$ cat src/rtl/tx_link_scheduler.sv
// Symbol-rate scheduler: arbitrates two frame requesters onto one 8b/10b symbol stream.
// Emits IDLE/STP/payload/END symbols and inserts SKP ordered sets between frames.
module tx_link_scheduler #(
  parameter int unsigned SLOT         = 10,
  parameter int unsigned SKP_INTERVAL = 64
) (
  input  logic       clk,
  input  logic       rst,
  input  logic       enb,
  input  logic       reqA,
  input  logic       reqB,
  input  logic [3:0] lenA,
  input  logic [3:0] lenB,
  input  logic [7:0] dataA,
  input  logic [7:0] dataB,
  output logic       grantA,
  output logic       grantB,
  output logic       popA,
  output logic       popB,
  output logic [7:0] dataOut,
  output logic       K,
  output logic       symStb,
  output logic       busy
);

  localparam int unsigned SW = (SLOT > 1) ? $clog2(SLOT) : 1;
  localparam int unsigned CW = $clog2(SKP_INTERVAL + 1);

  localparam logic [2:0] S_IDLE = 3'd0;
  localparam logic [2:0] S_STP  = 3'd1;
  localparam logic [2:0] S_PAY  = 3'd2;
  localparam logic [2:0] S_END  = 3'd3;
  localparam logic [2:0] S_COM  = 3'd4;
  localparam logic [2:0] S_SKP  = 3'd5;

  logic [SW-1:0] r_slot;
  logic [2:0]    r_state;
  logic          r_owner;  // 0 = A, 1 = B
  logic          r_rr;     // round-robin pointer: requester preferred on contention
  logic [3:0]    r_rem;
  logic [CW-1:0] r_skp;
  logic [7:0]    r_data;
  logic          r_k;
  logic          r_stb;
  logic          r_popA;
  logic          r_popB;

  logic          w_bnd;
  logic          w_skp_due;
  logic          w_pick;
  logic [2:0]    w_state_d;
  logic          w_owner_d;
  logic          w_rr_d;
  logic [3:0]    w_rem_d;
  logic [CW-1:0] w_skp_d;
  logic [7:0]    w_data_d;
  logic          w_k_d;
  logic          w_popA_d;
  logic          w_popB_d;

  assign w_bnd     = enb && (r_slot == SW'(SLOT - 1));
  assign w_skp_due = (r_skp >= CW'(SKP_INTERVAL));
  assign w_pick    = (reqA && reqB) ? r_rr : reqB;

  always_comb begin
    w_state_d = r_state;
    w_owner_d = r_owner;
    w_rr_d    = r_rr;
    w_rem_d   = r_rem;
    w_popA_d  = 1'b0;
    w_popB_d  = 1'b0;
    case (r_state)
      // Frame gaps are the only points where SKP sets or new frames may start.
      S_IDLE, S_END, S_SKP: begin
        if (w_skp_due) begin
          w_state_d = S_COM;
        end else if (reqA || reqB) begin
          w_state_d = S_STP;
          w_owner_d = w_pick;
          w_rr_d    = ~w_pick;
          w_rem_d   = w_pick ? lenB : lenA;
        end else begin
          w_state_d = S_IDLE;
        end
      end
      S_COM: w_state_d = S_SKP;
      S_STP, S_PAY: begin
        if (r_rem == 4'd0) begin
          w_state_d = S_END;
        end else begin
          w_state_d = S_PAY;
          w_rem_d   = r_rem - 4'd1;
          w_popA_d  = ~r_owner;
          w_popB_d  = r_owner;
        end
      end
      default: w_state_d = S_IDLE;
    endcase
  end

  always_comb begin
    w_data_d = 8'h7C;
    w_k_d    = 1'b1;
    case (w_state_d)
      S_STP:   w_data_d = 8'hFB;
      S_PAY: begin
        w_data_d = w_owner_d ? dataB : dataA;
        w_k_d    = 1'b0;
      end
      S_END:   w_data_d = 8'hFD;
      S_COM:   w_data_d = 8'hBC;
      S_SKP:   w_data_d = 8'h1C;
      default: w_data_d = 8'h7C;
    endcase
  end

  always_comb begin
    if (w_state_d == S_SKP) begin
      w_skp_d = '0;
    end else if (r_skp < CW'(SKP_INTERVAL)) begin
      w_skp_d = r_skp + CW'(1);
    end else begin
      w_skp_d = r_skp;
    end
  end

  always_ff @(posedge clk or negedge rst) begin
    if (!rst) begin
      r_slot  <= '0;
      r_state <= S_IDLE;
      r_owner <= 1'b0;
      r_rr    <= 1'b0;
      r_rem   <= 4'd0;
      r_skp   <= '0;
      r_data  <= 8'h7C;
      r_k     <= 1'b1;
      r_stb   <= 1'b0;
      r_popA  <= 1'b0;
      r_popB  <= 1'b0;
    end else if (enb) begin
      r_slot <= w_bnd ? '0 : r_slot + SW'(1);
      r_stb  <= w_bnd;
      r_popA <= w_bnd & w_popA_d;
      r_popB <= w_bnd & w_popB_d;
      if (w_bnd) begin
        r_state <= w_state_d;
        r_owner <= w_owner_d;
        r_rr    <= w_rr_d;
        r_rem   <= w_rem_d;
        r_skp   <= w_skp_d;
        r_data  <= w_data_d;
        r_k     <= w_k_d;
      end
    end
  end

  // Pulses are held while disabled, so gate them to keep them silent during the freeze.
  assign symStb  = r_stb & enb;
  assign popA    = r_popA & enb;
  assign popB    = r_popB & enb;
  assign dataOut = r_data;
  assign K       = r_k;
  assign grantA  = (r_state == S_STP || r_state == S_PAY || r_state == S_END) && !r_owner;
  assign grantB  = (r_state == S_STP || r_state == S_PAY || r_state == S_END) && r_owner;
  assign busy    = (r_state != S_IDLE);

endmodule

$ cat config.mk
export PLATFORM = sky130hd
export DESIGN_NAME = tx_link_scheduler
export DESIGN_NICKNAME = d
export VERILOG_FILES = /design/src/rtl/tx_link_scheduler.sv
export SDC_FILE = /design/constraint.sdc
export NUM_CORES = 1
export LEC_CHECK = 0
export ABC_AREA = 1
export CAP_MARGIN = 10
export CORE_MARGIN = 2
export CORE_UTILIZATION = 51
export DETAILED_ROUTE_END_ITERATION = 16
export GPL_ROUTABILITY_DRIVEN = 0
export PLACE_DENSITY = 0.81
export SLEW_MARGIN = 10
export SYNTH_ARGS = -nofsm -noshare
export SYNTH_HDL_FRONTEND = slang
export SYNTH_SLANG_ARGS = --single-unit
$ cat constraint.sdc
create_clock -name clk -period 4.45 [get_ports clk]
set_input_delay 1.1125 -clock clk [delete_from_list [all_inputs] [get_ports clk]]
set_output_delay 1.1125 -clock clk [all_outputs]
set_load 0.03 [all_outputs]
==> summary.txt, run 1 <==
Drt
  • Vias: 1849
  • DRC Markers: 0
  • Avg WL per Cell: 12.3 um
  • Antenna Nets Post-Route: 0
  • Post-Route WL: 4.41 mm
  • DR iter-0 viols: 152
  • Vias per inst: 5.16
  • TritonRoute pass-1 iters: 4

Global route
  • Largest net degree at the start of global routing: 33
  • Grt total ovfl: 0
  • Initial antenna violation count: 0
  • First-pass GRT wire length: 7.78 mm
  • Vias in the first global route: 1812
  • GRT Resource Usage Total: 23.1%

Timing
  • Fin. Hold Viols: 0
  • Final setup violation count: 0
  • Achievable frequency: 275 MHz
  • Clk_skew: 9.30 ps
  • Worst hold slack: 465 ps
  • Slew Limit Headroom: 69.6%
  • Crit share post-route: 81.6%
  • Slew Limit Fails: 0
  • RSZ-0062 raised after global routing: false
  • Final min period: 3630 ps
  • Worst-margin pin slew: 453 ps
  • Setup TNS: 0 ps

Yosys
  • Unique masters post-synth: 31
  • Ys Warns: 0
  • Register area share after synthesis: 40.9%
  • Mapped Cells: 258
  • Synthesized area per cell: 7.65 sq um
  • Number of synthesized register bits: 32
  • Post-synth net total: 293
  • Syn Std Cell Area: 1970 sq um

Clock tree
  • # Post-CTS Setup Buffers: 0
  • CTS tree: yes
  • CTS clk-pin slew, worst paths: 70 ps
  • Clock root buffer: clkbuf_8
  • H-tree Lvls: 2
  • Post-CTS Resized: 0
  • Cts bufs inserted: 5
  • Longest Clk Path Bufs: 2
  • Clock sink total: 32
  • Clock Latency Late Sink: 290 ps
  • Cts hold-fix bufs: 0

Place
  • Port Buffer Count: 43
  • DPL Wire Length: 3.42 mm

Die
  • Die width: 66.2 um
  • Core Box Area: 3690 sq um
  • Die Area: 4390 sq um
  • Std cell rows: 22
  • Die height: 66.2 um
  • Starting Density: 53.5%
  • IO Pins: 44

Critical path
  • Crit path max fanout: 13
  • CP required: 3340 ps
  • CP Launch Type: primary input
  • Critical path arrival: 2520 ps
  • Critical path type: in2out
  • CP endpoint kind: primary output

Power and ir drop
  • Pleak: 1.27 nW
  • Pwr/cell area: 646 nW/um^2
  • Worst vdd ir: 0.000360 V

Finish
  • # diodes: 0
  • Share of layout cells above drive strength 1: 13.9%
  • Final #Nets: 344
  • Layout area overhead: 31.4%

Run status
  • Run status: complete, no violations

Run
  • Max-cap check violation count: 0

Min path
  • Worst hold path type: reg2reg
==> state kept, by name, summed over array words and instances, names as in the netlist, 3 cells and up <==
signal,count
r_state,3
r_slot,4
r_rem,4
dataOut,8
r_skp,7
==> area by class of cell <==
type                       count  area (sq um)
clock buffer                   5          68.8
clock inverter                 3          42.5
fill                         314          1090
inverter                      48           180
multi-input combinational    175           975
sequential                    32           808
tap                           48          60.1
timing repair buffer          47           460
==> per-stage QoR <==
stage	std cells	cell area (sq um)	utilization [%]	total power, W	setup slack, ps
after floorplan	258	1970	-	0.00113	1710
after global placement	350	2480	67.3	0.00137	842
after detailed placement	350	2480	67.3	0.00140	819
after CTS	358	2590	70.4	0.00169	811
after global routing	358	2590	70.4	0.00181	744
final	358	2590	70.4	0.00168	818
==> cells by family after synthesis <==
group,synth area share (%)
compound gates,12.3
xor+xnor,0.444
fa+ha+maj,3.80
buf+inv,9.70
flops,40.9
simple gates,32.8
==> synthesized netlist by cell type, drive strengths merged <==
cell type   n  area, sq um
dfstp       6          158
nor2       18         82.6
clkbuf      3         11.3
a31oi       1         6.26
xnor2       1         8.76
a21oi      10         61.3
o32ai       2         17.5
dfrtp      26          651
o22ai       4         25.0
nor4        2         42.5
nand4       2         12.5
ha          6         75.1
or2         4         25.0
nor3b       1         7.51
nand2      59          246
inv        48          180
nor3        5         30.0
o21ai      25          125
nand3b      3         22.5
o21a        1         7.51
and3        1         6.26
nand3      30          173
==> report_power, final <==
| part | switching [W] | internal, W |
|---|---|---|
| clock | 0.000117 | 0.000166 |
| sequential | 0.0000880 | 0.000424 |
| combinational | 0.000557 | 0.000326 |
| total | 0.000762 | 0.000915 |
==> routing by layer <==
layer,vias up,global-route usage (%),part of all wire [%]
li1,936,-,-
met1,872,28.2,44
met2,34,39.4,50
met3,7,6.47,4.4
met4,0,7.14,1.2
met5,-,0,0
==> placed cells by master, fill, tap and decap left out, drive strengths merged, types with 2 or more instances in the layout <==
cell / netlist / routed
nor2: 18 / 18
nor4: 2 / 2
clkbuf: 3 / 5
o21ai: 25 / 25
ha: 6 / 6
nand2: 59 / 59
dfstp: 6 / 6
o22ai: 4 / 4
a21oi: 10 / 10
nor3: 5 / 5
clkdlybuf4s50: 0 / 43
inv: 48 / 48
or2: 4 / 4
nand3: 30 / 30
buf: 0 / 4
o32ai: 2 / 2
nand4: 2 / 2
dfrtp: 26 / 26
nand3b: 3 / 3
==> critical path, cell delays in order <==
cell and delay (ps):
clkdlybuf4s50_1 460, buf_4 170, nand2_1 70, inv_1 50, clkdlybuf4s50_1 650
==> final timing paths <==
check	from	end	slack, ps	cells after the start
max	enb	popA	820	5
min reg2reg	r_slot[3]	r_slot[3]	470	1
max in group asynchronous	rst	dataOut[5]	2910	2
min in group asynchronous	rst	r_skp[0]	1210	2
min	r_slot[3]	r_slot[3]	470	1
max reg2reg	r_state[2]	dataOut[2]	2330	11
No activity file was read; power rests on OpenSTA's default activity.
==> inputs of run 2 (changes only) <==
--- a/config.mk
+++ b/config.mk
@@ -8,10 +8,10 @@
 export ABC_AREA = 1
 export CAP_MARGIN = 10
 export CORE_MARGIN = 2
-export CORE_UTILIZATION = 51
+export CORE_UTILIZATION = 50
 export DETAILED_ROUTE_END_ITERATION = 16
 export GPL_ROUTABILITY_DRIVEN = 0
-export PLACE_DENSITY = 0.81
+export PLACE_DENSITY = 0.79
 export SLEW_MARGIN = 10
 export SYNTH_ARGS = -nofsm -noshare
 export SYNTH_HDL_FRONTEND = slang
==> constraint.sdc (replaced) <==
create_clock -name clk -period 3.4 [get_ports clk]
set_input_delay 0.85 -clock clk [delete_from_list [all_inputs] [get_ports clk]]
set_output_delay 0.85 -clock clk [all_outputs]
set_load 0.03 [all_outputs]
==> summary.txt, run 2 (synthesis gave the netlist of run 1 again) <==
Run status
  • Run status: complete, no violations

Timing
  • Final setup violation count: 0
  • Final min period: 3010 ps
  • Worst hold slack: 475 ps
  • Fin. Hold Viols: 0
  • Slew Limit Fails: 0
  • Setup TNS: 0 ps
  • Worst-margin pin slew: 497 ps
  • Slew Limit Headroom: 66.7%
  • Crit share post-route: 88.7%
  • Achievable frequency: 332 MHz
  • RSZ-0062 raised after global routing: false
  • Clk_skew: 4.95 ps

Clock tree
  • Post-CTS Resized: 0
  • H-tree Lvls: 2
  • Cts bufs inserted: 5
  • Clock root buffer: clkbuf_8
  • Clock Latency Late Sink: 280 ps
  • CTS clk-pin slew, worst paths: 60 ps
  • Clock sink total: 32
  • # Post-CTS Setup Buffers: 0
  • CTS tree: yes
  • Cts hold-fix bufs: 0
  • Longest Clk Path Bufs: 2

Drt
  • Met2 wire len: 2.10 mm
  • Post-Route WL: 4.43 mm
  • Antenna Nets Post-Route: 0
  • DRC Markers: 0
  • Avg WL per Cell: 12.4 um
  • TritonRoute pass-1 iters: 4
  • Met1 WL: 2.07 mm
  • Vias: 1824
  • Met3 wire length: 212 um
  • Top layer in use: met4
  • DR iter-0 viols: 85
  • Vias per inst: 5.09

Finish
  • Footprint of the multi-input gates: 975 sq um
  • Layout area overhead: 32.2%
  • Final #Nets: 344
  • Max FFs per register: 8
  • Commonest non-fill, non-tap cell in the layout: nand2_1
  • Most frequent cells in the layout: nand2_1 (53), inv_1 (44), clkdlybuf4s50_1 (43)
  • Fill count: 308
  • Final core utilization: 70.2%
  • FF/Latch Area: 808 sq um
  • Design Area, Final: 2610 sq um
  • # diodes: 0
  • Share of layout cells above drive strength 1: 13.9%

Power and ir drop
  • Sw frac: 44.0%
  • Pleak: 1.28 nW
  • Comb power frac: 52.2%
  • Pwr/cell area: 849 nW/um^2
  • Switching pwr: 0.000976 W
  • Seq pwr share: 30.1%
  • Cell Int Power: 0.00124 W
  • Pwr Total: 0.00222 W
  • Worst vdd ir: 0.000491 V
  • Clock network fraction of total power: 17.8%

Critical path
  • Critical path arrival: 2160 ps
  • Crit path cell chain: clkdlybuf4s50_1 > nand2_1 > inv_1 > clkdlybuf4s50_1
  • FF-to-FF path depth: 10
  • CP peak stage delay: 660 ps
  • Crit-path leading delay family: buffers and inverters
  • CP required: 2550 ps
  • Crit path max fanout: 4
  • Top cell by count, worst path: clkdlybuf4s50_1
  • Total stage count of the critical path: 4
  • CP Launch Type: primary input
  • Slowest library cell on the worst path: clkdlybuf4s50_1
  • CP Buf/Inv Count: 3
  • CP endpoint kind: primary output
  • Critical path type: in2out

Global route
  • Largest net degree at the start of global routing: 33
  • GRT Resource Usage Total: 22.2%
  • First-pass GRT wire length: 7.48 mm
  • Grt total ovfl: 0
  • Initial antenna violation count: 0
  • Vias in the first global route: 1710

Die
  • IO Pins: 44
  • Starting Density: 53.1%
  • Core Box Area: 3720 sq um
  • Std cell rows: 22
  • Die height: 66.8 um
  • Die Area: 4470 sq um
  • Die width: 66.8 um

Place
  • Post-place instance area: 2480 sq um
  • Port Buffer Count: 43
  • DPL Wire Length: 3.32 mm

Min path
  • Worst hold path type: reg2reg
  • Worst hold path depth: 1

Run
  • Max-cap check violation count: 0
-- run 2: cell count changes in the layout (fill, tap and decap cells not counted) --
cell	delta
clkbuf_8	+2
clkinv_2	-1
clkinvlp_4	-1
-- run 2: worst register-to-register path, cell delays in order (launching register included) --
cell	delay (ps)
dfrtp_1	420
inv_2	80
a21oi_2	300
nor2_4	110
nand2_1	110
nand2_1	90
ha_1	300
a21oi_2	330
nand3_1	150
o21ai_1	100
inv_1	50
-- run 2: area by class of cell --
cell class	instances	area share, %
inverter	48	6.90
clock inverter	1	1.15
multi-input combinational	175	37.3
tap	48	2.30
timing repair buffer	47	17.6
clock buffer	7	3.69
sequential	32	31.0
-- run 2: final timing paths --
check | from | slack, ps | end
max | enb | 390 | symStb
min | r_slot[3] | 470 | r_slot[3]
min reg2reg | r_slot[3] | 470 | r_slot[3]
max in group asynchronous | rst | 2110 | dataOut[4]
max reg2reg | r_state[1] | 1300 | dataOut[2]
min in group asynchronous | rst | 970 | r_rem[0]
-- run 2: power groups by stage --
stage | logic, W | clock network, W | registers (W)
after CTS | 0.00116 | 0.000403 | 0.000666
after floorplan | 0.000748 | 0 | 0.000737
after detailed placement | 0.00116 | 0 | 0.000671
after global placement | 0.00113 | 0 | 0.000666
final | 0.00116 | 0.000394 | 0.000667
after global routing | 0.00129 | 0.000421 | 0.000685
-- run 2: per-stage QoR --
stage / setup slack [ps] / instances
finish: 385 / 358
global route: 314 / 358
CTS: 365 / 358
detailed placement: 370 / 350
global placement: 393 / 350
floorplan: 1180 / 258
-- run 2: layer usage --
| layer | vias to the layer above | GRT usage (%) |
|---|---|---|
| met1 | 850 | 29.2 |
| met4 | 0 | 4.59 |
| met3 | 6 | 6.42 |
| met2 | 31 | 36.3 |
| met5 | - | 0 |
| li1 | 937 | - |
